**config.mk**
```make
export PLATFORM = sky130hd
export DESIGN_NAME = dsp48a1_mac_sequencer
export DESIGN_NICKNAME = d
export VERILOG_FILES = /design/src/rtl/dsp48a1_mac_sequencer.sv
export SDC_FILE = /design/constraint.sdc
export NUM_CORES = 1
export LEC_CHECK = 0
export BUFFER_PORTS_ARGS = -buffer_cell sky130_fd_sc_hd__buf_2
export CAP_MARGIN = 20
export CORE_AREA = 2 2 110 112
export CTS_CLUSTER_DIAMETER = 200
export DETAILED_ROUTE_END_ITERATION = 16
export DIE_AREA = 0 0 112 114
export MAX_ROUTING_LAYER = met4
export PLACE_DENSITY = 0.79
export SLEW_MARGIN = 20
export SYNTH_ARGS = -nofsm -noshare
export SYNTH_HDL_FRONTEND = slang
export SYNTH_SLANG_ARGS = --single-unit
export TNS_END_PERCENT = 20
```
**constraint.sdc**
```tcl
create_clock -name CLK -period 2.23 [get_ports CLK]
set_clock_uncertainty 0.2 [all_clocks]
set_input_delay 0.1115 -clock CLK [delete_from_list [all_inputs] [get_ports CLK]]
set_output_delay 0.1115 -clock CLK [all_outputs]
set_load 0.03 [all_outputs]
```
**src/rtl/dsp48a1_mac_sequencer.sv**
```systemverilog
// Sequences one DSP48A1 slice through a sum-of-products job and returns the final P.
// A per-cycle tag pipeline tracks which DSP_A cycles carry data so OPMODE and capture line up.
module dsp48a1_mac_sequencer #(
    parameter int A_DATA_WIDTH = 18,
    parameter int B_DATA_WIDTH = 18,
    parameter int P_DATA_WIDTH = 48,
    parameter int LEN_WIDTH    = 16,
    parameter int OPMODE_LAT   = 1,
    parameter int RES_LAT      = 3
) (
    input  logic                    CLK,
    input  logic                    RST_N,
    input  logic                    START,
    input  logic [LEN_WIDTH-1:0]    LEN,
    output logic                    BUSY,
    input  logic                    IN_VALID,
    output logic                    IN_READY,
    input  logic [A_DATA_WIDTH-1:0] IN_A,
    input  logic [B_DATA_WIDTH-1:0] IN_B,
    output logic [A_DATA_WIDTH-1:0] DSP_A,
    output logic [B_DATA_WIDTH-1:0] DSP_B,
    output logic [7:0]              DSP_OPMODE,
    output logic                    DSP_CE,
    output logic                    DSP_RST,
    input  logic [P_DATA_WIDTH-1:0] DSP_P,
    output logic                    RES_VALID,
    input  logic                    RES_READY,
    output logic [P_DATA_WIDTH-1:0] RES_DATA
);

    typedef enum logic [1:0] {
        IDLE,
        RUN,
        DRAIN,
        DONE
    } state_t;

    localparam logic [7:0] OPMODE_FIRST = 8'h01;
    localparam logic [7:0] OPMODE_ACCUM = 8'h09;
    localparam logic [7:0] OPMODE_HOLD  = 8'h08;

    state_t               state;
    logic [LEN_WIDTH-1:0] remaining;
    logic                 first_pending;

    // Bit k of each tag vector describes the DSP_A value driven k cycles ago.
    logic [RES_LAT:0] tag_first;
    logic [RES_LAT:0] tag_data;
    logic [RES_LAT:0] tag_last;

    logic beat_ok;
    logic push_first;
    logic push_last;

    assign beat_ok    = (state == RUN) && IN_VALID;
    assign push_first = beat_ok && first_pending;
    assign push_last  = beat_ok && (remaining == LEN_WIDTH'(1));

    assign BUSY     = (state != IDLE);
    assign IN_READY = (state == RUN);
    assign DSP_RST  = ~RST_N;

    always_ff @(posedge CLK) begin
        if (!RST_N) begin
            state         <= IDLE;
            remaining     <= '0;
            first_pending <= 1'b0;
            tag_first     <= '0;
            tag_data      <= '0;
            tag_last      <= '0;
            DSP_A         <= '0;
            DSP_B         <= '0;
            DSP_OPMODE    <= 8'h00;
            DSP_CE        <= 1'b0;
            RES_VALID     <= 1'b0;
            RES_DATA      <= '0;
        end else begin
            tag_first <= {tag_first[RES_LAT-1:0], push_first};
            tag_data  <= {tag_data[RES_LAT-1:0], beat_ok};
            tag_last  <= {tag_last[RES_LAT-1:0], push_last};

            // Bubble and idle tags keep Z=P so the accumulator simply holds.
            if (tag_data[OPMODE_LAT-1]) begin
                DSP_OPMODE <= tag_first[OPMODE_LAT-1] ? OPMODE_FIRST : OPMODE_ACCUM;
            end else begin
                DSP_OPMODE <= OPMODE_HOLD;
            end

            case (state)
                IDLE: begin
                    DSP_CE <= 1'b0;
                    if (START) begin
                        if (LEN != '0) begin
                            remaining     <= LEN;
                            first_pending <= 1'b1;
                            DSP_CE        <= 1'b1;
                            state         <= RUN;
                        end else begin
                            RES_DATA  <= '0;
                            RES_VALID <= 1'b1;
                            state     <= DONE;
                        end
                    end
                end

                RUN: begin
                    if (beat_ok) begin
                        DSP_A         <= IN_A;
                        DSP_B         <= IN_B;
                        remaining     <= remaining - LEN_WIDTH'(1);
                        first_pending <= 1'b0;
                        if (remaining == LEN_WIDTH'(1)) begin
                            state <= DRAIN;
                        end
                    end else begin
                        DSP_A <= '0;
                        DSP_B <= '0;
                    end
                end

                DRAIN: begin
                    DSP_A <= '0;
                    DSP_B <= '0;
                    if (tag_last[RES_LAT]) begin
                        RES_DATA  <= DSP_P;
                        RES_VALID <= 1'b1;
                        DSP_CE    <= 1'b0;
                        state     <= DONE;
                    end
                end

                DONE: begin
                    if (RES_READY) begin
                        RES_VALID <= 1'b0;
                        state     <= IDLE;
                    end
                end

                default: begin
                    state <= IDLE;
                end
            endcase
        end
    end

endmodule
```
# Yosys cells after proc, flatten, opt, wreduce, memory -nomap -nowiden
# Index checks and enable logic that the tools add are counted.
totals:
  output_inout_bits: 97
  input_bits: 105
  ff_bits: 119
  word_cells: 76
op_classes:
  n_eq_ne: 11
  addsub: 1
  n_reduce_logical: 16
  bitwise_logic: 1
  mux: 34
op_table:
  columns: ["cell", "n"]
  rows:
  - ["$mux 48", 3]
  - ["$pmux 48 s2", 1]
  - ["$pmux 18 s2", 2]
  - ["$mux 16", 3]
  - ["$mux 18", 2]
  - ["$pmux 16 s2", 1]
  - ["$eq 16x1->1 const B", 1]
  - ["$reduce_bool 16->1", 1]
  - ["$sub 16x1->16 const B", 1]
  - ["$mux 2", 6]
  - ["$mux 1", 10]
  - ["$ne 2x2->1 const B", 5]
  - ["$reduce_and 5->1", 2]
  - ["$mux 4", 2]
  - ["$pmux 2 s4", 1]
  - ["$reduce_and 4->1", 2]
  - ["$reduce_bool 2->1", 4]
  - ["$eq 2x2->1 const B", 2]
  - ["$ne 2x1->1 const B", 2]
  - ["$pmux 1 s2", 2]
  - ["$reduce_and 2->1", 2]
  - ["$logic_and 1x1->1", 3]
  - ["$pmux 1 s3", 1]
  - ["$reduce_bool 3->1", 1]
  - ["3 further kinds", 3]

# Depth between registers and ports, before layout
# Gate-level depths: netlist (run 1).
depth:
  depth_word: 4
  ltp_mapped: 10
  mapped_depth_nobuf: 7

# Least setup slack after synthesis (run 1)
# No wires, ideal clock.
synth_path:
  path_type: "reg-to-reg"
  startpoint: "register state[1]"
  endpoint: "register remaining[14]"
  t_arrival_ps: 1984
  path_stages_with_launch: 11
  path_buffers: 3
  path_slack_ps: -71
  required_ps: 1912
  period_less_slack_ps: 2301
  cell_sequence: "dfxtp_1 > inv_1 > ha_1 > buf_2 > inv_2 > o22ai_1 > a211o_1 > buf_2 > buf_2 > a21oi_1 > o2bb2ai_1"
synth_via:
  elab_chain_len: 4
  elab_cells_between_ends: 9
  cone_classes: "4 x eq/ne; 1 x mux; 4 x reduce/logical"
synth_lines:
  columns: ["element", "line_no", "text"]
  rows:
  - ["from (decl)", "42", "state_t state;"]
  - ["from (signal assigned)", "65", "state <= IDLE;"]
  - ["from (signal assigned)", "97", "state <= RUN;"]
  - ["from (signal assigned)", "101", "state <= DONE;"]
  - ["$eq 2x1->1 (*)", null, null]
  - ["via IN_READY", "17", "output logic IN_READY,"]
  - ["$logic_and 1x1->1", "55", "assign beat_ok = (state == RUN) && IN_VALID;"]
  - ["$ne 2x1->1 (no source line)", null, null]
  - ["$reduce_and 4->1 (no source line)", null, null]
  - ["to (signal assigned)", "110", "remaining <= remaining - LEN_WIDTH'(1);"]
  - ["to (decl)", "43", "logic [LEN_WIDTH-1:0] remaining;"]
# Mark *: on every way through the listed nets, which the timed path passes. The rest lies on a longest branch.
# A chain may end at the register's enable or synchronous reset.

# Worst setup path in the final report (run 1)
layout_path:
  startpoint: "input port LEN[10]"
  endpoint: "register RES_DATA[41]"
layout_via:
  elab_chain_len: 3
layout_lines:
  columns: ["element", "line_no", "text"]
  rows:
  - ["from (decl)", "14", "input logic [LEN_WIDTH-1:0] LEN,"]
  - ["$reduce_bool 16->1", "93", "if (LEN != '0) begin"]
  - ["$ne 2x2->1 (no source line)", null, null]
  - ["$reduce_and 4->1 (no source line)", null, null]
  - ["to (signal assigned)", "76", "RES_DATA <= '0;"]
  - ["to (signal assigned)", "99", "RES_DATA <= '0;"]
  - ["to (signal assigned)", "125", "RES_DATA <= DSP_P;"]
  - ["to (decl)", "28", "output logic [P_DATA_WIDTH-1:0] RES_DATA"]
# No other way between the ends.

==> summary by stage, run 1 <==
Critical path
The worst register-to-register path begins at state[0]. The arrival time at the worst endpoint is 2.31 ns. The worst reg-to-reg setup slack is 0.08 ns.

The sort of element at the end of the critical path is a flop. The worst register-to-register path ends at RES_DATA[41]. The critical-path maximum fanout is 6. The first element of the critical path is LEN[10].

Counting cells, the worst reg-to-reg path comes to 6. The type of the worst setup path is in2reg. The required time of the critical path is 2.35 ns.

The launching element type of the critical path is an input port.

Routing
For this block, the via count after detailed routing is 5467. The routed wire length is 16.81 mm. After detailed routing, the average wire length per cell comes to 15.96 um. Dividing the detail-routed via count by the number of cells gives 5.192.

The first-iteration detailed-routing DRC count is 398. The first-pass detailed-route iteration total is 4. In the routed design, unresolved DRC markers number 0. The number of antenna-violating nets in the routed design is 0.

Clocking
No sink is reached through more buffers than the 2 on the longest clock path. The total clock buffers created by CTS is 17. The cell chosen for the clock root is sky130_fd_sc_hd__clkbuf_16. The clock tree from TritonCTS is built. The later pin in the worst-skew pair is clocked with a latency of 0.41 ns. The number of sinks driven by the clock tree is 113.

The H-tree was split into 4 levels. The clock transition at the registers of the reported paths is 0.05 ns.

Finish
After filler insertion, the fill cell instance count of the layout stands at 820. The top cell types in the final layout, fill and taps aside, are sky130_fd_sc_hd__buf_2 (194), sky130_fd_sc_hd__dlygate4sd3_1 (114), sky130_fd_sc_hd__dfxtp_1 (113), sky130_fd_sc_hd__nand2_1 (71), sky130_fd_sc_hd__a21oi_1 (56). The number of nets in the layout is 1006. From synthesis to final layout, the design area changed by 60.08%. The number of diodes is 0. The library cell used most frequently in the layout, excluding fill and tap cells, is sky130_fd_sc_hd__buf_2. The flip-flop and latch area is 2262 um2.

At the end of the flow the core is filled with cells to 68.63%. The multi-input combinational cells in the finished layout cover a total of 2507 um2. The layout cell share with drive strength beyond 1 is 30.35%.

Pwr
The clock share of power is 35.5%. The maximum resistive drop on vdd is 0.6406 mV. Of the total power, the share spent switching nets is 33.63%. The share of power burned in combinational logic is 34.9%. The total power per unit cell area is 1002 nW/um2.

The internal cell power is 5.346 mW. The switching power is 2.709 mW. Of the total power, registers draw 29.6%.

The leakage power total is 3.528 nW.

Floorplan
The region available for standard cell placement spans 11710 um2. The number of placement rows is 40. 202 I/O pins were placed. The vertical die dimension is 114 um. The width of the chip is 112 um. The die covers 12770 um2. For this configuration, the core starts out at a cell density of 42.87%.

Synthesis
In this run, distinct cell masters in the synthesized netlist total 53. In this run the cell area of the synthesized design comes to 5021 um2. sky130_fd_sc_hd__dfxtp_1 takes more of the synthesized area than any other cell. Ranked by total cell area, the synthesized netlist is headed by sky130_fd_sc_hd__dfxtp_1 (45%), sky130_fd_sc_hd__mux2i_1 (10%), sky130_fd_sc_hd__a21oi_1 (5.6%). The number of enable-type register cells in the synthesized netlist is 0. The number of cells produced by synthesis is 585. Among all flip-flop cells after synthesis, the most frequent one is sky130_fd_sc_hd__dfxtp_1. The share of synthesized area in the top cell type comes to 45.05%. The share of the Yosys chip area taken by registers is 45.05%.

The proportion of synthesized flip-flops having asynchronous set or reset is 0%. The average size of a mapped cell is 8.583 um2. The synthesis-stage register bit count is 113. The number of warnings reported in the yosys synthesis log is 0.

GRT
The final global-route overflow total is 0. Global routing used 25.90% of the available tracks across all layers. The number of antenna violations at the first check in global routing is 0.

Entering global routing, the biggest net connects 57 pins. The via count of the first global-routing pass is 5378. The first global-routing pass estimated 25.79 mm of wire.

Hold path
The min-delay analysis places its worst path in the category in2reg. The end point of the most critical hold path is remaining[15]. The startpoint identified for the worst hold timing path is LEN[15]. The number of instances on the worst hold path is 4.

Placement
The number of buffer cells added on primary ports is 195. The HPWL after detailed placement is 8.983 mm. At the placement stage, the worst setup path has a slack of 0.1685 ns. The congestion estimate from routability-driven global placement came to 0.8932.

STA
The total count of max-transition violations in the final report came to 0. Setup violations remaining at the end of the flow were counted as 0. The highest clock rate is 456.2 MHz. In the post-route analysis, the smallest setup slack over all paths is 0.03784 ns.

The part of the cycle the worst path needs is 98.30%. The time the worst path needs with I/O delays and setup is 2.192 ns. The number of hold-slack violations in the final timing report was 0.

Job
The number of max-cap violations is 0.

Run status
The run finished with clean final reports.
## kinds of logic after synthesis
kind of cell	Yosys count	synth area share, %
other	1	0.07469
and+or+nand+nor	252	24.77
AOI/OAI and AO/OA	94	11.04
adders and majority gates	8	1.994
DFF	113	45.05
buffers and inverters	62	6.030
muxes	55	11.04
## Yosys cell counts, types with 8 or more instances
cell type / number
sky130_fd_sc_hd__dfxtp_1: 113
sky130_fd_sc_hd__nand2_1: 71
sky130_fd_sc_hd__a21oi_1: 56
sky130_fd_sc_hd__mux2i_1: 52
sky130_fd_sc_hd__nand3_1: 51
sky130_fd_sc_hd__nor2_1: 50
sky130_fd_sc_hd__nor2b_1: 42
sky130_fd_sc_hd__clkbuf_1: 33
sky130_fd_sc_hd__o21ai_0: 13
sky130_fd_sc_hd__nor3_1: 10
sky130_fd_sc_hd__buf_4: 9
sky130_fd_sc_hd__ha_1: 8
## per-stage QoR
stage | instance area [um2] | std cells | TNS [ns] | power (mW) | hold WS, ns
after floorplan | 5042 | 590 | 0 | 4.208 | 0.05074
after global placement | 6165 | 904 | 0 | 4.840 | 0.1341
after detailed placement | 6165 | 904 | 0 | 4.854 | 0.1469
after CTS | 7934 | 1050 | 0 | 7.887 | 0.001408
after global routing | 8038 | 1053 | -0.09550 | 8.448 | 0.03064
final | 8038 | 1053 | 0 | 8.054 | 0.03276
## critical path, cell delays in order
cell	delay (ns)
sky130_fd_sc_hd__dlygate4sd3_1	0.54
sky130_fd_sc_hd__buf_2	0.15
sky130_fd_sc_hd__nor4_2	0.27
sky130_fd_sc_hd__buf_4	0.15
sky130_fd_sc_hd__and4_2	0.24
sky130_fd_sc_hd__a21oi_1	0.14
sky130_fd_sc_hd__nor2_4	0.16
sky130_fd_sc_hd__buf_12	0.13
sky130_fd_sc_hd__buf_6	0.14
sky130_fd_sc_hd__mux2i_2	0.26
## power groups by stage
stage / clock (mW) / combinational (mW) / sequential [mW]
2_1_floorplan: 0 / 1.71 / 2.50
3_3_place_gp: 0 / 2.42 / 2.42
3_5_place_dp: 0 / 2.44 / 2.42
4_1_cts: 2.91 / 2.60 / 2.38
5_1_grt: 2.99 / 3.05 / 2.41
6_report: 2.86 / 2.81 / 2.38
## state kept, by name, summed over array words and instances (netlist names)
register / count
RES_DATA: 48
DSP_A: 18
DSP_B: 18
remaining: 16
tag_last: 4
DSP_OPMODE: 2
state: 2
DSP_CE: 1
RES_VALID: 1
first_pending: 1
tag_data: 1
tag_first: 1
## cell type report
class                   instances  area share [%]
inverters                      10          0.4670
flip-flops and latches        113           28.14
well taps                     147           2.288
clock buffers                  18           5.464
multi-input cells             415           31.20
repair buffers                336           30.09
clock inverters                14           2.351
## per-layer routing
layer | vias to the layer above | global-route usage, % | wire [um]
li1 | 2609 | - | -
met1 | 2526 | 29.12 | 6702
met2 | 273 | 42.06 | 8242
met3 | 59 | 6.642 | 1161
met4 | 0 | 14.96 | 704
met5 | - | - | 0
## worst max path at each step
| stage | cells past startpoint | to | slack, ns |
|---|---|---|---|
| floorplan | 10 | remaining[14] | 0.02 |
| CTS | 6 | RES_DATA[35] | 0.06 |
| detailed placement | 7 | remaining[12] | 0.17 |
| global placement | 8 | remaining[11] | 0.21 |
| global route | 10 | RES_DATA[41] | -0.03 |
| finish | 10 | RES_DATA[41] | 0.04 |
## repair_timing
| item | in CTS | in global routing |
|---|---|---|
| resized for setup | 0 | 9 |
| setup buffers | 0 | 1 |
| hold buffers | 114 | 0 |
| endpoints found under the setup margin | 0 | 43 |
| endpoints found under the hold margin | 104 | 0 |
(Power assumes the default switching activity.)
==> inputs of run 2 (changes only) <==
Settings changed: CORE_AREA 2 2 110 112 to 2 2 109 111, CTS_BUF_LIST set to sky130_fd_sc_hd__clkbuf_4 sky130_fd_sc_hd__clkbuf_8, DIE_AREA 0 0 112 114 to 0 0 111 113, PLACE_DENSITY 0.79 to 0.8.
==> run 2 against run 1 <==
Sequential cell count did not move; clock power decreased by 36%; largest cell class unchanged; combinational power decreased by 4%; highest routed layer unchanged; largest power group is now combinational logic; cell count down 1.6%; die area fell by 1.8%.
==> summary by stage, run 2 (synthesis gave the netlist of run 1 again) <==
Floorplan
The width of the chip is 111 um (was 112 um). The full die area is 12540 um2 (was 12770 um2). The number of placement rows is 39 (was 40). The initial standard-cell utilization of the core is 44.54% (was 42.87%).

The vertical die dimension is 113 um (was 114 um). The I/O pin count came to 202 (unchanged). The area of the placeable core is 11270 um2 (was 11710 um2).

Finish
The layout cell share with drive strength beyond 1 came to 29.68% (was 30.35%). The layout overhead on the synthesized area is 52.26% (was 60.08%). Top Registers: RES_DATA (48), DSP_A (18), DSP_B (18) (unchanged). The number of nets in the layout came to 994 (was 1006). The flip-flop count of the largest register, all copies and words added is 48 (unchanged). The total of fill cells in the finished design is 834 (was 820). The finished layout cell area came to 7645 um2 (was 8038 um2). The utilization after layout was 67.82% (was 68.63%). The most frequent standard cell in the layout excluding fill and tap cells is sky130_fd_sc_hd__buf_2 (unchanged). Commonest cells after routing, fill and taps aside: sky130_fd_sc_hd__buf_2 (194), sky130_fd_sc_hd__dfxtp_1 (113), sky130_fd_sc_hd__dlygate4sd3_1 (107), sky130_fd_sc_hd__nand2_1 (71), sky130_fd_sc_hd__a21oi_1 (56) (was sky130_fd_sc_hd__buf_2 (194), sky130_fd_sc_hd__dlygate4sd3_1 (114), sky130_fd_sc_hd__dfxtp_1 (113), sky130_fd_sc_hd__nand2_1 (71), sky130_fd_sc_hd__a21oi_1 (56)). The register containing the most flip-flops in the final layout is RES_DATA (unchanged).

The number of diodes is 0 (unchanged).

Clocking
The number of sinks driven by the clock tree came to 113 (unchanged). The clock latency reported for the late side of the worst-skew pair is 0.44 ns (was 0.41 ns). The total clock buffers created by CTS is 17 (unchanged).

The post-CTS setup repair buffer count is 0 (unchanged). The H-tree depth is 4 (unchanged). The clock transition at the registers of the reported paths is 0.07 ns (was 0.05 ns). The maximum buffer depth of the clock tree is 2 (unchanged). The clock tree from TritonCTS is built (unchanged). The cell chosen for the clock root is sky130_fd_sc_hd__clkbuf_8 (was sky130_fd_sc_hd__clkbuf_16).

Critical path
The critical-path maximum fanout is 19 (was 6). Cell breakdown of the critical path: dlygate4sd3_1 -> buf_2 -> nor4_1 -> and4_1 -> a21oi_1 -> nor2_4 -> buf_12 -> mux2i_1 (was dlygate4sd3_1 -> buf_2 -> nor4_2 -> buf_4 -> and4_2 -> a21oi_1 -> nor2_4 -> buf_12 -> buf_6 -> mux2i_2). The slowest cell on the critical path is sky130_fd_sc_hd__dlygate4sd3_1 (unchanged).

The sort of element at the end of the critical path is a flop (unchanged). The arrival time at the worst endpoint is 2.28 ns (was 2.31 ns). The launching element type of the critical path is an input port (unchanged). The largest stage delay on the critical path is 0.56 ns (was 0.54 ns). The type of the worst setup path is in2reg (unchanged). The required time of the critical path is 2.38 ns (was 2.35 ns).

Routing
The number of antenna-violating nets in the routed design is 0 (unchanged). The met1 layer wirelength in the final routing is 6.590 mm (was 6.702 mm). The first-iteration detailed-routing DRC count was 473 (was 398). The routed length per placed instance is 15.72 um (was 15.96 um). The first-pass detailed-route iteration total is 7 (was 4). The number of vias per cell after detailed routing is 5.218 (was 5.192). The total DRC errors in the routed layout is 0 (unchanged). The routed wire length is 16.28 mm (was 16.81 mm).

The highest layer used for signal routing is met4 (unchanged). The total via count after detailed routing is 5406 (was 5467). The sum of met3 wire segment lengths after detailed routing is 1.264 mm (was 1.161 mm). The met2 layer wire length in the routed design came to 7.784 mm (was 8.242 mm).

STA
The time the worst path needs with I/O delays and setup is 2.128 ns (was 2.192 ns). The total count of max-transition violations in the final report came to 0 (unchanged). Setup repair after global routing left no endpoint under its margin. The highest clock rate is 470.0 MHz (was 456.2 MHz). The total negative slack came to 0 ns (unchanged). The part of the cycle the worst path needs was 95.41% (was 98.30%).

The count of endpoints failing setup in the final report is 0 (unchanged). The hold slack came to 0.04412 ns (was 0.03276 ns). The number of hold-slack violations in the final timing report is 0 (unchanged).

Placement
The number of buffer cells added on primary ports is 195 (unchanged). The HPWL after detailed placement is 8.889 mm (was 8.983 mm). The global placement routability congestion came to 0.9078 (was 0.8932). The area after detailed placement is 6160 um2 (was 6165 um2).

GRT
The global-route total usage across every layer came to 26.25% (was 25.90%). The via count of the first global-routing pass is 5315 (was 5378). The first-pass GRT wire length came to 25.69 mm (was 25.79 mm).

The final global-route overflow total is 0 (unchanged). The pin count of the biggest net entering global routing came to 65 (was 57). The number of antenna violations at the first check in global routing was 0 (unchanged).

Run status
Status: finished clean (unchanged).

Hold path
The worst min-delay path category is in2reg (unchanged).

Job
The number of max-cap violations came to 0 (unchanged).

Pwr
The leakage power total is 3.396 nW (was 3.528 nW). The overall power of the completed layout is 6.924 mW (was 8.054 mW). The total power per unit cell area was 905.7 nW/um2 (was 1002 nW/um2). The maximum resistive drop on vdd was 0.5535 mV (was 0.6406 mV).
## run 2: cell count changes in the layout (fill, tap and decap cells not counted), sizes merged
cell / previous run / this run
clkinv: 8 / 6
dlygate4sd3: 114 / 107
clkinvlp: 3 / 0
buf: 220 / 216
clkbuf: 20 / 26
bufinv: 4 / 1
## run 2: worst paths after layout
path / start / to / slack (ns) / cells past startpoint
max reg2reg: remaining[0] / remaining[12] / 0.10 / 7
min: RES_READY / RES_VALID / 0.04 / 4
min reg2reg: tag_first[0] / DSP_OPMODE[3] / 0.21 / 1
max: LEN[3] / RES_DATA[10] / 0.10 / 8
## run 2: metrics by stage
step / std cells / worst slack (ns)
floorplan: 590 / 0.02067
global placement: 897 / 0.1408
detailed placement: 897 / 0.07582
CTS: 1035 / 0.06212
global route: 1036 / 0.01042
finish: 1036 / 0.1023
## run 2: worst max-delay path: cells and delay by family
family	cells	cell delay, ns
mux	1	0.26
simple gates	3	0.82
buf+inv	3	0.92
compound gates	1	0.15
## run 2: cell type report
class	count	area, um2	share of cell area, %
Multi-Input combinational cell	415	2494	32.62
Clock inverter	6	55.05	0.7201
Inverter	10	37.54	0.4910
Clock buffer	25	319.1	4.173
Timing Repair Buffer	324	2298	30.07
Tap cell	143	178.9	2.340
Sequential cell	113	2262	29.59
## run 2: per-layer routing
metal	vias up	track usage [%]
met5	-	-
met4	0	14.33
met3	68	7.927
met2	298	42.04
met1	2460	29.56
li1	2580	-
## run 2: report_power, final
| group | internal [mW] | leakage, nW | switching (mW) | total (mW) |
|---|---|---|---|---|
| sequential | 2.21 | 0.915 | 0.174 | 2.38 |
| clock | 1.03 | 0.203 | 0.796 | 1.83 |
| combinational | 1.16 | 2.28 | 1.55 | 2.71 |
## run 2: repair_timing
action,4_1_cts,5_1_grt
endpoints found under the hold margin,110,0
hold buffers,107,0
endpoints found under the setup margin,0,13
gates resized for setup,0,4
==> inputs of run 3 (changes only) <==
Settings changed: BUFFER_PORTS_ARGS -buffer_cell sky130_fd_sc_hd__buf_2 to unset, CORE_AREA 2 2 109 111 to 2 2 96 98, DIE_AREA 0 0 111 113 to 0 0 98 100, DONT_BUFFER_PORTS set to 1, PLACE_DENSITY 0.8 to 0.79.
Clock period 2.23 ns to 1.8 ns, I/O delays scaled along.
==> run 3 against run 2 <==
Synthesized area unchanged; synthesized cell count unchanged; the flow now stops in 4_1_cts.
==> summary by stage, run 3 <==
Run status
Status: did not finish (was finished clean). The stage where the run ended is 4_1_cts. The tool reported: "[ERROR RSZ-0060] Max buffer count reached".

Clocking
The post-CTS setup repair buffer count came to 1 (was 0). The cell chosen for the clock root is sky130_fd_sc_hd__clkbuf_8 (unchanged). The H-tree depth was 4 (unchanged). The hold buffer count at CTS was 147 (was 107). The number of sinks driven by the clock tree is 113 (unchanged). The total clock buffers created by CTS is 17 (unchanged). The maximum buffer depth of the clock tree is 2 (unchanged).

The quantity of gates resized following cts is 14 (was 0).

Synthesis
The proportion of synthesized flip-flops having asynchronous set or reset is 0% (unchanged). The average size of a mapped cell came to 8.583 um2 (unchanged). The number of warnings reported in the yosys synthesis log came to 0 (unchanged). The fraction of synthesized cell area taken by the top area cell type came to 45.05% (unchanged).

The cell taking the most area after synthesis was sky130_fd_sc_hd__dfxtp_1 (unchanged). The dominant register cell in the synthesized netlist is sky130_fd_sc_hd__dfxtp_1 (unchanged). The synthesis-stage register bit count is 113 (unchanged). The proportion of synthesized chip area in sequential cells is 45.05% (unchanged). The post-synth design cell area came to 5021 um2 (unchanged).

The number of cells produced by synthesis came to 585 (unchanged). Most numerous cell types in the synthesized netlist: sky130_fd_sc_hd__dfxtp_1 (113), sky130_fd_sc_hd__nand2_1 (71), sky130_fd_sc_hd__a21oi_1 (56), sky130_fd_sc_hd__mux2i_1 (52), sky130_fd_sc_hd__nand3_1 (51) (unchanged). Cell types with the largest area share after synthesis: sky130_fd_sc_hd__dfxtp_1 (45%), sky130_fd_sc_hd__mux2i_1 (10%), sky130_fd_sc_hd__a21oi_1 (5.6%) (unchanged). The number of enable-type register cells in the synthesized netlist is 0 (unchanged). The number of distinct library cell variants in the gate-level netlist after synthesis is 53 (unchanged). The most frequent cell after synthesis was sky130_fd_sc_hd__dfxtp_1 (unchanged).

Placement
The global placement routability congestion is 0.9136 (was 0.9078). The area after detailed placement was 5409 um2 (was 6160 um2). The number of buffer cells added on primary ports came to 0 (was 195).

The total instance count after detailed placement is 698 (was 897). The HPWL after detailed placement is 8.470 mm (was 8.889 mm).

Floorplan
The number of placement rows was 35 (was 39). The I/O pin count is 202 (unchanged). The width of the chip is 98 um (was 111 um).

The initial standard-cell utilization of the core is 56.48% (was 44.54%). The vertical die dimension is 100 um (was 113 um).
-- run 3: cell counts after synthesis --
Identical to the previous run, type by type.
-- run 3: through the flow --
stage / setup TNS (ns) / setup slack (ns) / hold slack (ns) / utilization [%]
3_3_place_gp: -0.2805 / -0.08660 / 0.02319 / 60.84
3_5_place_dp: -1.565 / -0.1072 / 0.02449 / 60.84
2_1_floorplan: -1.617 / -0.1143 / 0.02924 / -
-- run 3: cells by family after synthesis --
kind of cell	share of synthesized area, %
AND/OR/NAND/NOR	24.77
flip-flops	45.05
AO/OA/AOI/OAI	11.04
buffers and inverters	6.030
multiplexers	11.04
adder cells (fa/ha/maj)	1.994
other	0.07469
==> inputs of run 4 (changes only) <==
Settings changed: CORE_AREA 2 2 96 98 to 2 2 116 118, CTS_BUF_LIST sky130_fd_sc_hd__clkbuf_4 sky130_fd_sc_hd__clkbuf_8 to unset, CTS_CLUSTER_DIAMETER 200 to unset, DIE_AREA 0 0 98 100 to 0 0 118 120, MAX_ROUTING_LAYER met4 to unset, PLACE_DENSITY 0.79 to unset, PLACE_DENSITY_LB_ADDON set to 0.15.
Clock period 1.8 ns to 2.34 ns, I/O delays scaled along.
==> run 4 against run 3 <==
The flow now finishes without violations.
==> summary by stage, run 4 (synthesis gave the netlist of run 1 again) <==
Routing
The first TritonRoute pass finished after 4 iterations. Using the TritonRoute via totals, the vias-per-cell ratio works out to 5.245. The number of antenna-violating nets in the routed design is 0.

The routed wire length is 14.74 mm. The routed length per placed instance is 16.64 um. The total DRC errors in the routed layout is 0. The first-iteration detailed-routing DRC count is 231. The total via count after detailed routing is 4647.

Clocking
Clock latency on the worst-skew pair, taken at its later pin, is 0.40 ns. The post-CTS setup repair buffer count was 0 (was 1). The total clock buffers created by CTS came to 17 (unchanged).

The cell chosen for the clock root is sky130_fd_sc_hd__clkbuf_16 (was sky130_fd_sc_hd__clkbuf_8). The H-tree depth is 4 (unchanged). The maximum buffer depth of the clock tree is 2 (unchanged). The clock tree from TritonCTS is built. The number of sinks driven by the clock tree is 113 (unchanged). The clock transition at the registers of the reported paths is 0.05 ns.

Critical path
The capture point of the worst reg-to-reg path is RES_DATA[35]. For this design, the slowest cell found on the critical path is sky130_fd_sc_hd__dlygate4sd3_1. The required time of the critical path is 2.47 ns.

STA classifies the critical path startpoint as a flop. The arrival time at the worst endpoint is 2.31 ns. The largest single stage delay on the critical path is 0.59 ns. In this run the worst path has a maximum fanout of 30. Measured in cells, the most critical reg-to-reg path has a length of 6. The type of the worst setup path is reg2reg. In this run the number of cells on the critical path is 6.

The total buffers and inverters traversed by the critical path is 3. Walking the worst path, the cells encountered are inv_1 -> ha_2 -> buf_4 -> nand3_1 -> dlygate4sd3_1 -> mux2i_1. The first element of the critical path is state[0]. Among cell families on the critical path, the largest total delay comes from buffers and inverters.

The critical path endpoint is RES_DATA[35]. STA classifies the critical path endpoint as a flop. The worst reg-to-reg setup slack is 0.16 ns. The startpoint identified for the worst register-to-register timing path is state[0].

STA
Setup repair after global routing left no endpoint under its margin. For the final routed database, the setup TNS stands at 0 ns. The highest clock rate is 459.6 MHz. Setup violations remaining at the end of the flow were counted as 0. The number of hold-slack violations in the final timing report is 0. For the pin with the worst max-slew slack, the measured transition is 0.5309 ns. The total count of max-transition violations in the final report is 0.

Measured against its own limit, the worst slew margin works out to 64.31%. The time the worst path needs with I/O delays and setup is 2.176 ns. Setup slack closes at 0.1643 ns. Of the available clock period, the critical path in the final layout requires 92.98%.

GRT
The number of antenna violations at the first check in global routing is 0. Entering global routing, the biggest net connects 65 pins. The first-pass GRT wire length is 23.40 mm. The total overflow left after global routing is 0.

The via count of the first global-routing pass came to 4744. The global-route total usage across every layer is 20.65%.

Floorplan
In this run the standard cell core region covers 12980 um2. The I/O pin count was 202 (unchanged). The number of placement rows was 42 (was 35). The vertical die dimension is 120 um (was 100 um). The width of the chip is 118 um (was 98 um). The full die area is 14160 um2.

The initial standard-cell utilization of the core was 38.68% (was 56.48%).

Finish
The register with the most flip-flops in the layout has 48 of them. The largest registers in the layout are RES_DATA (48), DSP_A (18), DSP_B (18). Leaving out fill and tap cells, the most frequent cell in the layout is sky130_fd_sc_hd__dlygate4sd3_1. The layout cell share with drive strength beyond 1 is 8.873%.

From synthesis to final layout, the design area changed by 40.14%. Counting the fill cells in the layout gives 1158. In the layout the commonest cells are sky130_fd_sc_hd__dlygate4sd3_1 (124), sky130_fd_sc_hd__dfxtp_1 (113), sky130_fd_sc_hd__nand2_1 (71), sky130_fd_sc_hd__a21oi_1 (56), sky130_fd_sc_hd__mux2i_1 (52). The number of antenna diodes in the final layout is 0. In the final design database the tool counted 810 nets. More flip-flops sit in one register than any other, and that register is RES_DATA.

Pwr
The analysis attributes to cell leakage a power of 2.563 nW. The total power per unit cell area is 1008 nW/um2. The maximum resistive drop on vdd is 0.4380 mV.

Hold path
The worst min-delay path category is in2reg.

Placement
The number of buffer cells added on primary ports is 0 (unchanged). The HPWL after detailed placement came to 8.416 mm (was 8.470 mm). The setup slack after placement came to 0.04092 ns (was -0.1072 ns). The global placement routability congestion came to 0.8220 (was 0.9136).

Job
Across the run, the number of max-cap violations was 0.

Run status
Status: finished clean (was did not finish).
-- run 4: cell type report --
type,instances,area [um2],area share [%]
multi-input combinational,415,2484,35.30
inverter,10,41.29,0.5868
clock inverter,9,80.08,1.138
clock buffer,23,498.0,7.077
sequential,113,2262,32.15
tap,176,220.2,3.129
timing repair buffer,140,1451,20.63
-- run 4: routing by layer --
metal	up-vias	GRT usage, %	part of all wire [%]
li1	2222	-	-
met1	2176	23.41	42
met2	217	35.25	48
met3	32	7.224	8.2
met4	0	8.886	2.2
met5	-	0	0
-- run 4: how the worst min path moves through the flow --
stage | from | slack (ns) | cells past startpoint | end
floorplan | IN_A[0] | 0.06 | 2 | DSP_A[0]
detailed placement | IN_B[9] | 0.07 | 2 | DSP_B[9]
global route | START | 0.09 | 3 | state[1]
global placement | IN_B[3] | 0.06 | 2 | DSP_B[3]
CTS | START | 0.04 | 3 | state[1]
finish | START | 0.08 | 3 | state[0]
-- run 4: what timing repair did --
action / in CTS / in global routing
resized for setup: 0 / 2
endpoints found under the setup margin: 0 / 15
hold endpoints to repair: 113 / 0
hold buffers: 126 / 0
-- run 4: where the power goes --
| part | switching [mW] | internal (mW) |
|---|---|---|
| registers | 0.297 | 2.11 |
| clock network | 0.881 | 1.59 |
| logic | 1.28 | 0.936 |
-- run 4: worst register-to-register path, stage by stage (launching register included) --
cell                            delay [ns]
sky130_fd_sc_hd__dfxtp_1              0.34
sky130_fd_sc_hd__inv_1                0.13
sky130_fd_sc_hd__ha_2                 0.23
sky130_fd_sc_hd__buf_4                0.33
sky130_fd_sc_hd__nand3_1              0.16
sky130_fd_sc_hd__dlygate4sd3_1        0.59
sky130_fd_sc_hd__mux2i_1              0.13
-- run 4: per-stage QoR --
step                util, %  hold WS (ns)  instances  area [um2]  power (mW)
global route          54.21       0.08694        886        7037       7.460
floorplan                 -       0.05624        590        5040       4.008
CTS                   54.17       0.04265        886        7032       7.112
detailed placement    39.73       0.06558        728        5157       4.416
global placement      39.73       0.05713        728        5157       4.384
finish                54.21       0.08109        886        7037       7.093
